--- src/rtl/ram_copy_dma_if.sv ---
// rtl/ram_copy_dma_if.sv - RAM port bundle between the copy engine (master) and the 32x32 RAM (slave)
interface ram_copy_dma_if #(
  parameter int AW = 5,
  parameter int DW = 32
);
  logic          cen;
  logic          wen;
  logic [AW-1:0] addr;
  logic [DW-1:0] din;
  logic [DW-1:0] dout;

  modport master (output cen, output wen, output addr, output din, input dout);
  modport slave  (input cen, input wen, input addr, input din, output dout);
endinterface

--- src/rtl/ram_copy_dma.sv ---
// rtl/ram_copy_dma.sv - in-RAM block copy engine, 2 cycles/word; optional running checksum under RAM_COPY_CSUM_EN
module ram_copy_dma #(
  parameter int AW = 5,
  parameter int DW = 32,
  parameter int LW = 6
) (
  input  logic          clk,
  input  logic          reset_n,
  input  logic          start,
  input  logic [AW-1:0] src_addr,
  input  logic [AW-1:0] dst_addr,
  input  logic [LW-1:0] len,
  output logic          busy,
  output logic          done,
  ram_copy_dma_if.master ram
`ifdef RAM_COPY_CSUM_EN
  , output logic [DW-1:0] csum
`endif
);

  typedef enum logic [1:0] {S_IDLE, S_RD, S_WR, S_DONE} state_t;

  state_t        state_q, state_d;
  logic [AW-1:0] src_q, src_d;
  logic [AW-1:0] dst_q, dst_d;
  logic [LW-1:0] len_q, len_d;
  logic [LW-1:0] cnt_q, cnt_d;
  logic [LW-1:0] cnt_inc;
  logic          cen_c, wen_c;
  logic [AW-1:0] addr_c;
  logic [DW-1:0] din_c;
  logic          busy_c, done_c;
`ifdef RAM_COPY_CSUM_EN
  logic [DW-1:0] csum_q, csum_d;
`endif

  assign cnt_inc = cnt_q + LW'(1);

  // State and latched copy arguments; everything returns to zero/IDLE on reset
  always_ff @(posedge clk) begin
    if (!reset_n) begin
      state_q <= S_IDLE;
      src_q   <= '0;
      dst_q   <= '0;
      len_q   <= '0;
      cnt_q   <= '0;
`ifdef RAM_COPY_CSUM_EN
      csum_q  <= '0;
`endif
    end else begin
      state_q <= state_d;
      src_q   <= src_d;
      dst_q   <= dst_d;
      len_q   <= len_d;
      cnt_q   <= cnt_d;
`ifdef RAM_COPY_CSUM_EN
      csum_q  <= csum_d;
`endif
    end
  end

  // Next state plus RAM strobes decoded from the current state; reset silences the RAM port at once
  always_comb begin
    state_d = state_q;
    src_d   = src_q;
    dst_d   = dst_q;
    len_d   = len_q;
    cnt_d   = cnt_q;
    cen_c   = 1'b0;
    wen_c   = 1'b0;
    addr_c  = '0;
    din_c   = '0;
    busy_c  = (state_q != S_IDLE);
    done_c  = 1'b0;
`ifdef RAM_COPY_CSUM_EN
    csum_d  = csum_q;
`endif
    case (state_q)
      S_IDLE: begin
        if (start) begin
          src_d   = src_addr;
          dst_d   = dst_addr;
          len_d   = len;
          cnt_d   = '0;
          state_d = (len == '0) ? S_DONE : S_RD;
`ifdef RAM_COPY_CSUM_EN
          csum_d  = '0;
`endif
        end
      end
      S_RD: begin
        cen_c   = 1'b1;
        addr_c  = src_q + cnt_q[AW-1:0];
        state_d = S_WR;
      end
      S_WR: begin
        // The word read in RD is on dout now, so it is written straight back out
        cen_c   = 1'b1;
        wen_c   = 1'b1;
        addr_c  = dst_q + cnt_q[AW-1:0];
        din_c   = ram.dout;
        cnt_d   = cnt_inc;
        state_d = (cnt_inc == len_q) ? S_DONE : S_RD;
`ifdef RAM_COPY_CSUM_EN
        csum_d  = csum_q + ram.dout;
`endif
      end
      S_DONE: begin
        done_c  = 1'b1;
        state_d = S_IDLE;
      end
      default: state_d = S_IDLE;
    endcase
    if (!reset_n) begin
      cen_c  = 1'b0;
      wen_c  = 1'b0;
      addr_c = '0;
      din_c  = '0;
      busy_c = 1'b0;
      done_c = 1'b0;
    end
  end

  assign ram.cen  = cen_c;
  assign ram.wen  = wen_c;
  assign ram.addr = addr_c;
  assign ram.din  = din_c;
  assign busy     = busy_c;
  assign done     = done_c;
`ifdef RAM_COPY_CSUM_EN
  assign csum     = csum_q;
`endif

endmodule
--- src/flat_wrapper.sv ---
// flat-port wrapper written by rule: the top's interface ports become plain ports
module ram_copy_dma_flat 
#(
  parameter int AW = 5,
  parameter int DW = 32,
  parameter int LW = 6
)
  (clk, reset_n, start, src_addr, dst_addr, len, busy, done, ram_cen, ram_wen, ram_addr, ram_din, ram_dout);
  ram_copy_dma_if #(.AW(AW), .DW(DW)) ram_i ();
  input  logic clk;
  input  logic reset_n;
  input  logic start;
  input  logic [AW-1:0] src_addr;
  input  logic [AW-1:0] dst_addr;
  input  logic [LW-1:0] len;
  output logic busy;
  output logic done;
  output wire logic [$bits(ram_i.cen)-1:0] ram_cen;
  output wire logic [$bits(ram_i.wen)-1:0] ram_wen;
  output wire logic [$bits(ram_i.addr)-1:0] ram_addr;
  output wire logic [$bits(ram_i.din)-1:0] ram_din;
  input wire logic [$bits(ram_i.dout)-1:0] ram_dout;
  assign ram_cen = ram_i.cen;
  assign ram_wen = ram_i.wen;
  assign ram_addr = ram_i.addr;
  assign ram_din = ram_i.din;
  assign ram_i.dout = ram_dout;
  ram_copy_dma #(.AW(AW), .DW(DW), .LW(LW)) u_core (.clk(clk), .reset_n(reset_n), .start(start), .src_addr(src_addr), .dst_addr(dst_addr), .len(len), .busy(busy), .done(done), .ram(ram_i));
endmodule
--- config.mk ---
export PLATFORM = sky130hd
export DESIGN_NAME = ram_copy_dma_flat
export DESIGN_NICKNAME = d
export VERILOG_FILES = /design/src/rtl/ram_copy_dma_if.sv /design/src/rtl/ram_copy_dma.sv /design/src/flat_wrapper.sv
export SDC_FILE = /design/constraint.sdc
export NUM_CORES = 1
export LEC_CHECK = 0
export ABC_AREA = 1
export ABC_CLOCK_PERIOD_IN_PS = 4050
export CORE_MARGIN = 1
export CORE_UTILIZATION = 25
export CTS_CLUSTER_SIZE = 14
export DETAILED_ROUTE_END_ITERATION = 8
export SLEW_MARGIN = 25
export SYNTH_ARGS = -nofsm -noshare
export SYNTH_HDL_FRONTEND = slang
export SYNTH_SLANG_ARGS = --single-unit
--- constraint.sdc ---
create_clock -name clk -period 4.05 [get_ports clk]
set_clock_uncertainty 0.05 [all_clocks]
set_input_delay 0.81 -clock clk [delete_from_list [all_inputs] [get_ports clk]]
set_output_delay 0.81 -clock clk [all_outputs]
set_load 0.02 [all_outputs]
== After elaboration in Yosys (flattened, before gate mapping) ==
Cells that the tools add are included.

* Output and inout bits: 41
* Bits in registers: 24
* Input port bits: 51
* Logic and storage cells: 37

* Reductions and logical operators: 7
* Muxes and demuxes: 17
* $add $sub $neg: 3
* Equal/unequal tests: 5

{| class="wikitable"
|+ Operators with widths
! kind !! number
|-
| 32-bit two-way mux || 2
|-
| 6-bit one-hot mux with 2 select lines || 1
|-
| 5-bit adder || 2
|-
| 5-bit one-hot mux with 2 select lines || 1
|-
| 2-bit one-hot mux with 4 select lines || 1
|-
| 1-bit two-way mux || 7
|-
| 6-bit by 1-bit adder with 6-bit output, second input constant || 1
|-
| 6-bit == test || 1
|-
| 6-bit logical NOT || 1
|-
| 2-bit two-way mux || 3
|-
| 6-bit two-way mux || 1
|-
| 5-bit two-way mux || 1
|-
| 2-bit == test, second input constant || 2
|-
| 2-bit AND reduction || 2
|-
| 2-bit nonzero test || 2
|-
| 2-bit by 1-bit == test with 1-bit output, second input constant || 1
|-
| 2-bit logical NOT || 1
|-
| 2-bit != test, second input constant || 1
|-
| 2-bit OR reduction || 1
|}

== Depth between registers and ports, before layout ==
Gate-level depths: netlist of run 1.

* Depth after elaboration: 4
* Gate-level depth with buffers: 13
* Mapped depth without buffers: 12

== Worst setup path after synthesis of run 1 ==
Ideal clock, no wire load.

* Kind: register to output
* Start point: register u_core.state_q[0]
* End point: output port ram_addr[4]
* Stages on the path, launching flop included: 13
* Data required time: 3.190 ns
* Path buffers: 1
* Arrival: 2.062 ns
* Path slack: 1.128 ns
* Path through: dfxtp_1 > inv_1 > ha_1 > buf_4 > nand2_1 > nand2_1 > ha_1 > fa_1 > nand2_1 > nand2_1 > a21oi_1 > xor2_1 > nor2_1

* Word-level cells in the longest chain between the ends: 3
* Elaborated cells on any way between the ends: 4
* Classes of those cells: 2 x eq/ne; 2 x mux

{| class="wikitable"
|+ RTL lines
! element !! RTL line !! RTL
|-
| from (decl) || ram_copy_dma.sv:23 || <nowiki>state_t state_q, state_d;</nowiki>
|-
| from (signal assigned) || ram_copy_dma.sv:51 || <nowiki>state_q <= state_d;</nowiki>
|-
| 2-bit == test or 2-bit by 1-bit == test with 1-bit output (tied branches) || ram_copy_dma.sv:78 || <nowiki>case (state_q)</nowiki>
|-
| 5-bit one-hot mux with 2 select lines (*) || ram_copy_dma.sv:78 ||
|-
| 5-bit two-way mux (*) || ram_copy_dma.sv:114 || <nowiki>if (!reset_n) begin</nowiki>
|-
| to (decl) || flat_wrapper.sv:20 || <nowiki>output wire logic [$bits(ram_i.addr)-1:0] ram_addr;</nowiki>
|}

Mark *: on every way between the ends. The rest lies on a longest branch, timed or not.

== Worst setup path after layout of run 1 ==
Ends and elaborated chain as after synthesis.

==> reports/qor.yml, run 1 <==
finalNetCount: 434
syn_area_um2: 1710
slew_viol_final: 0
start_util: 0.264
first_iter_violations: 105
cts_setup_buffers: 0
port_buffers: 91
peakVddDrop_mv: 0.124
fin_crit_sh: 0.921
wl_per_cell_um: 10.9
htreeDepth: 1
path_max_fanout: 9
synthCells: 286
clk_pin_slew_worst_paths_ns: 0.09
place_hpwl_um: 3990
cts_tree: "built"
gp_congestion: 0.780
clock_sinks: 24
crit_path_cell_trace: "inv_1 > ha_2 > inv_2 > nand2_1 > nand2_1 > ha_1 > fa_1 > nand2_1 > nand2_1 > a21oi_1 > xor2_1 > nor2_1 > clkdlybuf4s50_1"
antenna_found_initial: 0
n_antenna_cell: 0
critPathTopFamily: "adder cells"
ys_ff_latch: 24
p_total_mw: 0.624
final_hold_viol_count: 0
syn_area_per_cell_um2: 5.99
maxCapViolations: 0
cpPeakStageDelay_ns: 0.60
dr_total_vias: 1940
hold_slack_ns: 0.432
run_status: "finished, final reports clean"
viasPerCell: 4.32
pre_cts_ws_ns: 0.514
grt_overflow: 0
ys_types: 28
ys_seq_area_frac: 0.280
dr.pass1.iters: 6
grt_use_total: 0.146
drive_gt1_frac: 0.0591
die_w_um: 84.8
grt_pass1_vias: 1959
crit_arrival_ns: 2.87
syn_nets: 347
powerDensity_nw_per_um2: 227
final_cells: 449
setup_tns_ns: 0
antenna_left: 0
setup_ws_ns: 0.321
yosys_warnings: 0
rows: 29
required_ns: 3.19
wl_um: 4870
clockRootBuffer: "clkbuf_8"
critPathSlowestCell: "clkdlybuf4s50_1"
crit_type: "reg -> out"
area_delta_synth_final_pct: 60.7
start_kind: "flip-flop"
numCtsBuffers: 3
grt_max_degree: 34
finalSetupViolCount: 0
coreArea_um2: 6490
worstSkewPairLatency_ns: 0.27
critPathCaptureType: "output port"
relSlewSlack: 0.585
max_freq_mhz: 268
hold_class: "reg -> reg"
min_period_ns: 3.73
p_leak_nw: 1.29
pin_count: 92
cts_hold_buf: 0
path_buf_inv: 3
crit_top_cell: "nand2_1"
cts_max_path_buffers: 2
die_area_um2: 7190
place_inst: 445
worstMarginPinSlew_ns: 0.621
rsz0062_at_grt: "no"
drc_errors: 0
grt_pass1_wl_um: 8430
dieHeight_um: 84.8
## flip-flops by register name (all words and copies together), names as in the netlist
name / flops
u_core.state_q: 2
u_core.len_q: 6
u_core.dst_q: 5
u_core.src_q: 5
u_core.cnt_q: 6
## metal layers
| layer | wire length [um] | track usage | vias to the layer above | share of wire |
|---|---|---|---|---|
| li1 | - | - | 1036 | - |
| met1 | 2060 | 0.163 | 824 | 0.42 |
| met2 | 2330 | 0.268 | 78 | 0.48 |
| met3 | 448 | 0.0452 | 2 | 0.092 |
| met4 | 41 | 0.0370 | 0 | 0.0084 |
| met5 | 0 | 0 | - | 0 |
## cell usage after synthesis (all sizes together)
cell     n  area, um2
ha       9        113
nand2   54        215
fa       1       20.0
a21oi   13       68.8
inv     58        218
xor2     2       17.5
o21ai   19       98.8
dfxtp   24        480
nand3   16       95.1
nand4    3       18.8
nor3     1       5.00
a211oi   1       7.51
buf      4       27.5
nor2    72        283
xnor2    1       8.76
a32o     1       10.0
clkbuf   7       27.5
## metrics by stage
stage	area, um2	util
floorplan	1710	-
global placement	2680	0.413
detailed placement	2680	0.413
CTS	2750	0.424
global route	2760	0.424
finish	2760	0.424
## power by group
group / internal [mW] / switching, mW
logic: 0.0789 / 0.0710
registers: 0.252 / 0.0102
clock network: 0.132 / 0.0800
total: 0.463 / 0.161
## layout by cell type (no fill, tap or decap)
cell type and count:
clkdlybuf4s50_1 91, nor2_1 69, inv_1 54, nand2_1 51, dfxtp_1 24, o21ai_0 17
nand3_1 13, a21oi_1 12, ha_1 8, inv_2 4, nand4_1 3, nand3_2 3
clkbuf_8 3, xor2_1 2, nand2_2 2, nor2_2 2, buf_4 2, a21oi_2 1
nand2_4 1, nor2_4 1, a211oi_1 1, o21ai_1 1, o21ai_2 1, xnor2_1 1
nor3_1 1, a32o_1 1, fa_1 1, ha_2 1, bufinv_16 1
## worst paths after layout
check,from,to,slack [ns],cells past startpoint
setup / recovery,u_core.state_q[0],ram_addr[4],0.32,13
hold / removal,u_core.len_q[1],u_core.len_q[1],0.43,2
setup reg to reg,u_core.state_q[1],u_core.cnt_q[5],1.76,7
hold reg to reg,u_core.len_q[1],u_core.len_q[1],0.43,2
## worst register-to-register path, stage by stage, from the launching register on
cell and delay (ns):
dfxtp_1 0.40, inv_1 0.09, ha_1 0.23, nand2_1 0.48, inv_1 0.37, a21oi_2 0.38, nand2_1 0.09, a21oi_1 0.14
## area by class of cell
type | count | area, um2
Timing Repair Buffer | 93 | 926
Clock inverter | 1 | 30.0
Inverter | 58 | 218
Fill cell | 664 | 3740
Sequential cell | 24 | 480
Tap cell | 77 | 96.3
Multi-Input combinational cell | 193 | 963
Clock buffer | 3 | 41.3
## kinds of logic (layout without fill, tap and decap cells)
| kind of cell | after synthesis | count (layout) | share of synthesized area |
|---|---|---|---|
| simple gates | 146 | 146 | 0.360 |
| compound gates | 34 | 34 | 0.108 |
| buf+inv | 69 | 155 | 0.159 |
| flops | 24 | 24 | 0.280 |
| xor+xnor | 3 | 3 | 0.0153 |
| fa+ha+maj | 10 | 10 | 0.0774 |
## what timing repair did
action,in CTS,in global routing
setup endpoints to repair,0,1
hold endpoints to repair,0,0
resized for setup,0,1
No activity file was read; power rests on OpenSTA's default activity.
==> run 2, diff against run 1 <==
--- a/config.mk
+++ b/config.mk
@@ -11,6 +11,7 @@
 export CORE_UTILIZATION = 25
 export CTS_CLUSTER_SIZE = 14
 export DETAILED_ROUTE_END_ITERATION = 8
+export SKIP_CTS_REPAIR_TIMING = 1
 export SLEW_MARGIN = 25
 export SYNTH_ARGS = -nofsm -noshare
 export SYNTH_HDL_FRONTEND = slang
==> results of run 2 <==
Same layout as run 1: the final DEF is identical, and so are final timing and power.
==> run 3, diff against run 2 <==
--- a/config.mk
+++ b/config.mk
@@ -6,7 +6,7 @@
 export NUM_CORES = 1
 export LEC_CHECK = 0
 export ABC_AREA = 1
-export ABC_CLOCK_PERIOD_IN_PS = 4050
+export ABC_CLOCK_PERIOD_IN_PS = 3050
 export CORE_MARGIN = 1
 export CORE_UTILIZATION = 25
 export CTS_CLUSTER_SIZE = 14
==> constraint.sdc (replaced) <==
create_clock -name clk -period 3.05 [get_ports clk]
set_clock_uncertainty 0.05 [all_clocks]
set_input_delay 0.61 -clock clk [delete_from_list [all_inputs] [get_ports clk]]
set_output_delay 0.61 -clock clk [all_outputs]
set_load 0.02 [all_outputs]
==> run 3 against run 2 <==
Effect of this change: the run now ends with DRC left; setup slack lost 0.16 ns; power rose by 35%; global-route usage fell by 0.14 points; combinational power rose by 41%; sequential share of layout area fell by 0.78 points; core utilization up 2.0 points; critical endpoint is now busy.
==> reports/qor.yml, run 3 (same netlist as run 1, synthesis figures left out) <==
dr_total_vias: 2006  # +3.4%
path_max_fanout: 14  # +5
hold_slack_ns: 0.427  # -0.00505 ns
clkPwrFrac: 0.335  # -0.005
pre_cts_ws_ns: -0.0651  # -0.579 ns
finalSetupViolCount: 0  # unchanged
rsz0062_at_grt: "no"
port_buffers: 91  # unchanged
final_common_cell: "clkdlybuf4s50_1"
setup_ws_ns: 0.164  # -0.157 ns
cpPeakStageDelay_ns: 0.63  # +0.03 ns
final_hold_viol_count: 0  # unchanged
viasPerCell: 4.33  # +0.28%
p_total_mw: 0.840  # +35%
die_area_um2: 7190  # unchanged
worstSkewPairLatency_ns: 0.26  # about the same
run_status: "finished, violations left"
grt_max_degree: 34  # unchanged
start_util: 0.264  # unchanged
clockRootBuffer: "clkbuf_8"
p_int_mw: 0.624  # +35%
wl_per_cell_um: 10.5  # -3.1%
drive_gt1_frac: 0.106  # +0.0471
crit_type: "in -> out"
grt_pass1_vias: 1986  # +1.4%
cts_max_path_buffers: 2  # unchanged
routedLengthMet1_um: 2120  # +3.2%
reg2reg_from: "u_core.state_q[1]"
critPathCaptureType: "output port"
routed.top_layer: "met4"
critPathSlowestCell: "clkdlybuf4s50_1"
swShare: 0.257  # -0.00115
setup_tns_ns: 0  # unchanged
layout_common_cells: "clkdlybuf4s50_1, nor2_1, inv_1, nand2_1, dfxtp_1"
max_freq_mhz: 346
maxCapViolations: 0  # unchanged
crit_top_cell: "clkdlybuf4s50_1"
antenna_found_initial: 0  # unchanged
routed-wl-met3_um: 358  # -20%
dr.pass1.iters: 6  # unchanged
pin_count: 92  # unchanged
die_w_um: 84.8  # unchanged
start_kind: "input port"
slew_viol_final: 0  # unchanged
numCtsBuffers: 3  # unchanged
coreArea_um2: 6490  # unchanged
wl_met2_um: 2350  # +1.1%
drc_errors: 2  # +2
clk_pin_slew_worst_paths_ns: 0.09  # about the same
crit_path_cell_trace: "clkdlybuf4s50_1 > buf_4 > inv_1 > nor2_1 > clkdlybuf4s50_1"
clock_sinks: 24  # unchanged
relSlewSlack: 0.735  # +0.150
grt_pass1_wl_um: 8420  # about the same
hold_class: "reg -> reg"
n_antenna_cell: 0  # unchanged
worstHoldStart: "u_core.len_q[2]"
gp_congestion: 0.822  # +5.3%
finalNetCount: 448  # +3.2%
crit_path_start: "reset_n"
dieHeight_um: 84.8  # unchanged
antenna_left: 0  # unchanged
grt_overflow: 0  # unchanged
p_leak_nw: 1.40  # +8.9%
min_period_ns: 2.89
area_delta_synth_final_pct: 68.2
cts_tree: "built"
first_iter_violations: 72  # -31%
worstMarginPinSlew_ns: 0.396  # -0.224 ns
rows: 29  # unchanged
violations: "DRC"
fin_crit_sh: 0.946
utilization: 0.444  # +0.0198
htreeDepth: 1  # unchanged
peakVddDrop_mv: 0.269  # +120%
p_switching_mw: 0.216  # +34%
powerDensity_nw_per_um2: 291  # +29%
reg.largest.list: "u_core.cnt_q: 6 flops, u_core.len_q: 6 flops"
wl_um: 4870  # about the same
place_hpwl_um: 4080  # +2.4%
combPwrFrac: 0.253  # +0.013
crit_arrival_ns: 2.23  # -0.64 ns
required_ns: 2.39  # -0.80 ns
seq_power_share: 0.413  # -0.007
grt_use_total: 0.144  # -0.00139
run 3: cell count changes in the layout (fill, tap and decap cells not counted):
cell             delta
clkdlybuf4s50_1     -4
inv_1               -1
ha_2                -1
fa_1                -1
ha_4                +1
buf_4              +13
buf_12              +1
a21oi_2             +1
dlymetal6s2s_1      +2
a21oi_1             -1
inv_2               +1
clkbuf_2            +2
fa_2                +1
run 3: area by class of cell:
cell class / instances / area, um2
multi-input cells: 193 / 980
inverters: 58 / 218
clock inverters: 1 / 30.0
clock buffers: 3 / 41.3
repair buffers: 107 / 1040
well taps: 77 / 96.3
flip-flops and latches: 24 / 480
fillers: 661 / 3610
run 3: power by group through the flow:
stage	Sequential, mW	Combinational, mW	Clock, mW
after global routing	0.350	0.240	0.302
after CTS	0.347	0.215	0.286
final	0.347	0.212	0.281
after floorplan	0.352	0.101	0
after detailed placement	0.354	0.214	0
after global placement	0.353	0.212	0
run 3: routing by layer:
metal  track usage  vias to the layer above
li1              -                     1062
met1         0.158                      870
met2         0.274                       72
met3        0.0364                        2
met4        0.0401                        0
met5             0                        -
run 3: per-stage QoR:
stage	cell area [um2]	std cells
CTS	2870	463
global route	2880	463
finish	2880	463
global placement	2800	459
floorplan	1710	286
detailed placement	2800	459
run 3: path summary, 6_finish.rpt:
kind / slack [ns] / end / depth (start not counted)
worst max register to register: 1.28 / u_core.cnt_q[3] / 8
worst max-delay path: 0.16 / busy / 5
worst min register to register: 0.43 / u_core.len_q[2] / 2
worst min-delay path: 0.43 / u_core.len_q[2] / 2
run 3: critical path: cells and delay by family:
family | cells | cell delay [ns]
buffers and inverters | 4 | 1.46
AND/OR/NAND/NOR | 1 | 0.15
